### src/rtl/round_result_mux.sv
// Round-stage result collector: arbitrates NCH channel strobes onto one
// registered output word, with fixed-priority or round-robin selection.
module round_result_mux #(
  parameter int WIDTH = 128,
  parameter int NCH   = 4,
  parameter int ARB   = 0,
  parameter int SW    = $clog2(NCH)
) (
  input  logic                 clk,
  input  logic                 rst,
  input  logic [NCH-1:0]       in_valid,
  input  logic [NCH*WIDTH-1:0] in_data,
  output logic [NCH-1:0]       in_ready,
  output logic                 out_valid,
  output logic [WIDTH-1:0]     out_data,
  output logic [SW-1:0]        out_src,
  input  logic                 out_ready,
  output logic                 err_multi,
  input  logic                 err_clr
);

  logic             r_out_valid;
  logic [WIDTH-1:0] r_out_data;
  logic [SW-1:0]    r_out_src;
  logic             r_err_multi;
  logic [SW-1:0]    r_rr_ptr;

  logic             w_can_accept;
  logic             w_grant_vld;
  logic [SW-1:0]    w_grant_idx;
  logic [NCH-1:0]   w_ready;
  logic             w_in_xfer;
  logic             w_multi;
  logic [WIDTH-1:0] w_sel_data;
  logic [SW-1:0]    w_rr_next;

  assign w_can_accept = !r_out_valid || out_ready;

  // Search starts at rr_ptr in round-robin mode, at channel 0 otherwise.
  always_comb begin
    int          v_idx;
    logic [SW-1:0] v_cand;
    v_idx       = 0;
    v_cand      = '0;
    w_grant_vld = 1'b0;
    w_grant_idx = '0;
    for (int k = 0; k < NCH; k++) begin
      v_idx  = (ARB == 1) ? ((int'(r_rr_ptr) + k) % NCH) : k;
      v_cand = SW'(v_idx);
      if (!w_grant_vld && in_valid[v_cand]) begin
        w_grant_vld = 1'b1;
        w_grant_idx = v_cand;
      end
    end
  end

  always_comb begin
    w_ready = '0;
    if (w_grant_vld && w_can_accept && !rst) begin
      w_ready[w_grant_idx] = 1'b1;
    end
  end

  assign w_in_xfer  = w_grant_vld && w_can_accept;
  assign w_multi    = ($countones(in_valid) > 1);
  assign w_sel_data = in_data[int'(w_grant_idx)*WIDTH +: WIDTH];
  assign w_rr_next  = (w_grant_idx == SW'(NCH - 1)) ? '0 : (w_grant_idx + 1'b1);

  // Output register stage: load on input transfer, drain on output transfer.
  always_ff @(posedge clk or posedge rst) begin
    if (rst) begin
      r_out_valid <= 1'b0;
      r_out_data  <= '0;
      r_out_src   <= '0;
    end else if (w_in_xfer) begin
      r_out_valid <= 1'b1;
      r_out_data  <= w_sel_data;
      r_out_src   <= w_grant_idx;
    end else if (out_ready) begin
      r_out_valid <= 1'b0;
    end
  end

  // A collision in the same cycle as a clear keeps the flag set.
  always_ff @(posedge clk or posedge rst) begin
    if (rst) begin
      r_err_multi <= 1'b0;
    end else if (w_multi) begin
      r_err_multi <= 1'b1;
    end else if (err_clr) begin
      r_err_multi <= 1'b0;
    end
  end

  always_ff @(posedge clk or posedge rst) begin
    if (rst) begin
      r_rr_ptr <= '0;
    end else if ((ARB == 1) && w_in_xfer) begin
      r_rr_ptr <= w_rr_next;
    end
  end

  assign in_ready  = w_ready;
  assign out_valid = r_out_valid;
  assign out_data  = r_out_data;
  assign out_src   = r_out_src;
  assign err_multi = r_err_multi;

endmodule

### config.mk
export PLATFORM = sky130hd
export DESIGN_NAME = round_result_mux
export DESIGN_NICKNAME = d
export VERILOG_FILES = /design/src/rtl/round_result_mux.sv
export SDC_FILE = /design/constraint.sdc
export NUM_CORES = 1
export LEC_CHECK = 0
export ABC_AREA = 0
export CORE_AREA = 2 2 252 254
export CTS_BUF_LIST = sky130_fd_sc_hd__clkbuf_8
export DETAILED_ROUTE_END_ITERATION = 10
export DIE_AREA = 0 0 254 256
export DONT_BUFFER_PORTS = 1
export GPL_TIMING_DRIVEN = 0
export HOLD_SLACK_MARGIN = 0.03
export SETUP_SLACK_MARGIN = 0.5
export SLEW_MARGIN = 15
export SYNTH_ARGS = -nofsm -noshare
export SYNTH_HDL_FRONTEND = slang
export SYNTH_SLANG_ARGS = --single-unit
export TNS_END_PERCENT = 30
### constraint.sdc
create_clock -name clk -period 4.6 [get_ports clk]
set_input_delay 0.92 -clock clk [delete_from_list [all_inputs] [get_ports clk]]
set_output_delay 0.92 -clock clk [all_outputs]
set_load 0.02 [all_outputs]
==> insert_results.sql <==
INSERT INTO impl_metrics (metric_group, metric, value, unit) VALUES
('place', 'post-dp-hpwl', '44.3', 'mm'),
('worst_setup_path', 'startpoint_type', 'primary input', ''),
('die', 'chipHeight', '256', 'um'),
('die', 'core_area', '62400', 'sq um'),
('synth', 'synth_compound_area_frac', '0.217', ''),
('worst_setup_path', 'timing.critical_path.to_type', 'output pin', ''),
('synth', 'synth-adder-area-share', '0.00446', ''),
('timing', 'clock.fmax', '0.250', 'GHz'),
('power', 'finalPower', '3.44', 'mW'),
('clock_network', 'clock-sinks', '132', ''),
('detailed_routing', 'routed_via_density', '4.77', ''),
('clock_network', 'clock_latency_of_the_later_clocked_register_in_the_worst_skew_pair', '0.53', 'ns'),
('cells_and_area', 'multi_input_area', '6170', 'sq um'),
('detailed_routing', 'routed-via-count', '9974', ''),
('cells_and_area', 'post-route-cell-area', '11700', 'sq um'),
('timing', 'setup_viol_count_final', '0', ''),
('clock_network', 'h-tree-depth', '4', ''),
('synth', 'ys_warnings', '0', ''),
('timing', 'relSlewSlack', '0.282', ''),
('timing', 'final-max-slew-violation-count', '0', ''),
('worst_setup_path', 'regToRegStartpoint', 'out_valid', ''),
('worst_setup_path', 'setup.worst_path.class', 'primary input to output pin', ''),
('detailed_routing', 'antenna_violating_nets_post_route', '0', ''),
('synth', 'synth_nets', '1708', ''),
('timing', 'report.final.hold_viol_count', '0', ''),
('die', 'io_pins', '656', ''),
('detailed_routing', 'route.detailed.wl_per_inst', '26.2', 'um'),
('power', 'vdd_ir_drop_max', '0.179', 'mV'),
('synth', 'synth.mux.area_fraction', '0.144', ''),
('cells_and_area', 'syn_to_final_growth', '15.9', '%'),
('cells_and_area', 'layout-drive-gt1-share', '0.173', ''),
('worst_setup_path', 'startpoint', 'in_valid[0]', ''),
('die', 'die_area', '65000', 'sq um'),
('global_routing', 'grt.total_usage', '0.163', ''),
('global_routing', 'largest_net_degree_at_the_start_of_global_routing', '33', ''),
('synth', 'post_synth_instance_area', '10100', 'sq um'),
('power', 'power.leakage', '4.67', 'nW'),
('detailed_routing', 'violation_count_after_the_first_detailed_route_iteration', '850', ''),
('global_routing', 'number_of_global_route_vias_before_repair', '9970', ''),
('place', 'detailed_place.area', '11300', 'sq um'),
('worst_setup_path', 'r2r_end', 'out_data[100]', ''),
('synth', 'synthCells', '1185', ''),
('global_routing', 'grt_overflow', '0', ''),
('synth', 'synthXorXnorAreaFrac', '0', ''),
('synth', 'ys_ff_latch', '132', ''),
('detailed_routing', 'drt-total-wl', '54.7', 'mm'),
('clock_network', 'post-cts-setup-buffer-count', '0', ''),
('clock_network', 'number_of_clock_buffers_inserted_by_tritoncts', '17', ''),
('timing', 'finalWorstPathRequiredPeriod', '3.99', 'ns'),
('die', 'std_cell_rows', '92', ''),
('cells_and_area', 'area.sequential', '3300', 'sq um'),
('clock_network', 'cts_root_buf', 'sky130_fd_sc_hd__clkbuf_8', ''),
('timing', 'rsz0062_at_grt', 'true', ''),
('synth', 'synth-simple-area-share', '0.244', ''),
('place', 'buffer_ports.inserted', '0', ''),
('outcome', 'status', 'complete, no violations', ''),
('die', 'dieWidth', '254', 'um'),
('synth', 'synthDistinctLibCells', '27', ''),
('power', 'power_per_cell_area', '294', 'nW/um^2'),
('timing', 'post-route-period-util', '0.868', ''),
('timing', 'worst_clock_skew', '0.0117', 'ns'),
('global_routing', 'grt_first_pass_wirelength', '74.6', 'mm'),
('global_routing', 'antenna_found_initial', '31', ''),
('die', 'effective_utilization_at_floorplan', '0.162', ''),
('worst_setup_path', 'crit_fanout', '10', ''),
('clock_network', 'clock_tree_from_tritoncts', 'done', ''),
('detailed_routing', 'drt_drc_violations_left', '0', ''),
('worst_setup_path', 'worstRegToRegCells', '6', ''),
('cells_and_area', 'layout.nets', '1732', ''),
('detailed_routing', 'drt_pre_antenna_iters', '5', ''),
('worst_hold_path', 'hold_path_class', 'primary input to asynchronous set/reset pin', ''),
('worst_setup_path', 'worstPathRequired', '3.68', 'ns'),
('synth', 'dominant_combinational_cell_family_by_area_after_synthesis', 'simple AND/OR/NAND/NOR gates', ''),
('clock_network', 'ctsLongestPathBuffers', '2', ''),
('clock_network', 'clk_pin_slew_worst_paths', '0.09', 'ns'),
('worst_setup_path', 'regToRegSetupSlack', '2.26', 'ns'),
('synth', 'syn_area_per_cell', '8.52', 'sq um'),
('cells_and_area', 'fillers', '7042', ''),
('synth', 'synth-seq-area-share', '0.327', ''),
('job', 'max_cap_viol_count', '0', ''),
('worst_setup_path', 'worst-endpoint-arrival', '3.07', 'ns'),
('timing', 'tightest_pin_transition', '1.08', 'ns'),
('place', 'gp_congestion', '0.979', '');
## synthesized netlist by cell type
cell | count | area (sq um)
sky130_fd_sc_hd__a31oi_1 | 116 | 726
sky130_fd_sc_hd__nand2_1 | 129 | 484
sky130_fd_sc_hd__nor2b_1 | 1 | 6.26
sky130_fd_sc_hd__mux2_2 | 129 | 1450
sky130_fd_sc_hd__nor3_1 | 2 | 10.0
sky130_fd_sc_hd__nand2b_1 | 2 | 12.5
sky130_fd_sc_hd__nand4_1 | 1 | 6.26
sky130_fd_sc_hd__o22a_1 | 1 | 8.76
sky130_fd_sc_hd__buf_1 | 2 | 7.51
sky130_fd_sc_hd__dfrtp_1 | 132 | 3300
sky130_fd_sc_hd__ha_1 | 2 | 25.0
sky130_fd_sc_hd__nor4b_1 | 1 | 8.76
sky130_fd_sc_hd__buf_6 | 14 | 158
sky130_fd_sc_hd__fa_1 | 1 | 20.0
sky130_fd_sc_hd__inv_1 | 6 | 22.5
sky130_fd_sc_hd__nand3_1 | 1 | 5.00
sky130_fd_sc_hd__buf_2 | 10 | 50.1
sky130_fd_sc_hd__o221ai_1 | 1 | 8.76
sky130_fd_sc_hd__a32oi_1 | 1 | 8.76
sky130_fd_sc_hd__o21ai_0 | 128 | 641
sky130_fd_sc_hd__a31oi_2 | 12 | 150
sky130_fd_sc_hd__clkbuf_1 | 106 | 398
sky130_fd_sc_hd__and2_1 | 128 | 801
sky130_fd_sc_hd__nor4_1 | 1 | 6.26
sky130_fd_sc_hd__or3b_1 | 1 | 8.76
sky130_fd_sc_hd__and3b_1 | 127 | 1110
sky130_fd_sc_hd__a21oi_1 | 130 | 651
## stage by stage
| step | instances | hold WS (ns) | utilization | worst slack [ns] | TNS (ns) |
|---|---|---|---|---|---|
| floorplan | 1185 | 0.606 | - | 1.09 | 0 |
| global placement | 2031 | 0.632 | 0.179 | -0.480 | -1.35 |
| detailed placement | 2036 | 0.653 | 0.181 | -0.0247 | -0.0329 |
| CTS | 2066 | 0.137 | 0.187 | 0.499 | 0 |
| global route | 2086 | 0.148 | 0.187 | 0.425 | 0 |
| finish | 2090 | 0.203 | 0.187 | 0.606 | 0 |
## sequential cells by signal, indices dropped and copies added (netlist names)
register   flops
out_valid      1
out_data     128
err_multi      1
out_src        2
## logic make-up (layout without fill, tap and decap cells)
| family | Yosys count | in the layout |
|---|---|---|
| and+or+nand+nor | 394 | 394 |
| AOI/OAI and AO/OA | 389 | 389 |
| buffers and inverters | 138 | 173 |
| DFF | 132 | 132 |
| muxes | 129 | 129 |
| adders and majority gates | 3 | 3 |
| other | 0 | 24 |
## cells in the final DEF, fill, tap and decap left out, types with 2 or more instances in the layout
master / n
sky130_fd_sc_hd__diode_2: 24
sky130_fd_sc_hd__a31oi_2: 12
sky130_fd_sc_hd__a31oi_1: 116
sky130_fd_sc_hd__clkinvlp_4: 4
sky130_fd_sc_hd__inv_1: 7
sky130_fd_sc_hd__buf_2: 10
sky130_fd_sc_hd__nor3_2: 2
sky130_fd_sc_hd__and3b_1: 127
sky130_fd_sc_hd__dfrtp_1: 132
sky130_fd_sc_hd__nand2_1: 129
sky130_fd_sc_hd__clkbuf_1: 97
sky130_fd_sc_hd__clkinv_2: 5
sky130_fd_sc_hd__ha_1: 2
sky130_fd_sc_hd__mux2_2: 129
sky130_fd_sc_hd__buf_1: 2
sky130_fd_sc_hd__clkbuf_8: 18
sky130_fd_sc_hd__buf_12: 4
sky130_fd_sc_hd__clkbuf_4: 3
sky130_fd_sc_hd__a21oi_1: 130
sky130_fd_sc_hd__clkbuf_2: 6
sky130_fd_sc_hd__buf_6: 14
sky130_fd_sc_hd__and2_1: 128
sky130_fd_sc_hd__o21ai_0: 128
sky130_fd_sc_hd__nand2b_1: 2
## metal layers
layer | up-vias | global-route usage | wire (um)
li1 | 4335 | - | -
met1 | 4920 | 0.204 | 22600
met2 | 620 | 0.259 | 25500
met3 | 95 | 0.0420 | 4460
met4 | 4 | 0.0791 | 2070
met5 | - | 0 | 21
## worst max path at each step
stage	to	slack [ns]	cells after the start
floorplan	in_ready[2]	1.09	8
global placement	in_ready[2]	-0.48	7
detailed placement	in_ready[2]	-0.02	7
CTS	in_ready[1]	0.50	6
global route	in_ready[1]	0.43	6
finish	in_ready[1]	0.61	6
## area by class of cell
| type | count | area share |
|---|---|---|
| Tap cell | 846 | 0.0905 |
| Buffer | 132 | 0.0540 |
| Timing Repair Buffer | 5 | 0.00920 |
| Antenna cell | 24 | 0.00513 |
| Clock inverter | 12 | 0.00802 |
| Clock buffer | 18 | 0.0212 |
| Sequential cell | 132 | 0.282 |
| Inverter | 6 | 0.00225 |
| Multi-Input combinational cell | 915 | 0.527 |
## report_power, final
group | internal (mW) | total [mW] | switching [mW]
Sequential | 1.32 | 1.71 | 0.388
Clock | 0.424 | 0.974 | 0.549
Combinational | 0.317 | 0.760 | 0.444
Total | 2.06 | 3.44 | 1.38
## worst max-delay path, stage by stage
cell	delay [ns]
sky130_fd_sc_hd__inv_1	0.14
sky130_fd_sc_hd__ha_1	0.17
sky130_fd_sc_hd__clkbuf_1	0.31
sky130_fd_sc_hd__clkbuf_2	0.52
sky130_fd_sc_hd__buf_2	0.40
sky130_fd_sc_hd__nor4b_2	0.60
## repair_timing
item	in CTS	in global routing
resized for setup	7	2
hold buffers	0	0
gates cloned	0	0
endpoints found under the setup margin	4	3
Note: power is estimated with default switching activity, not from simulation.
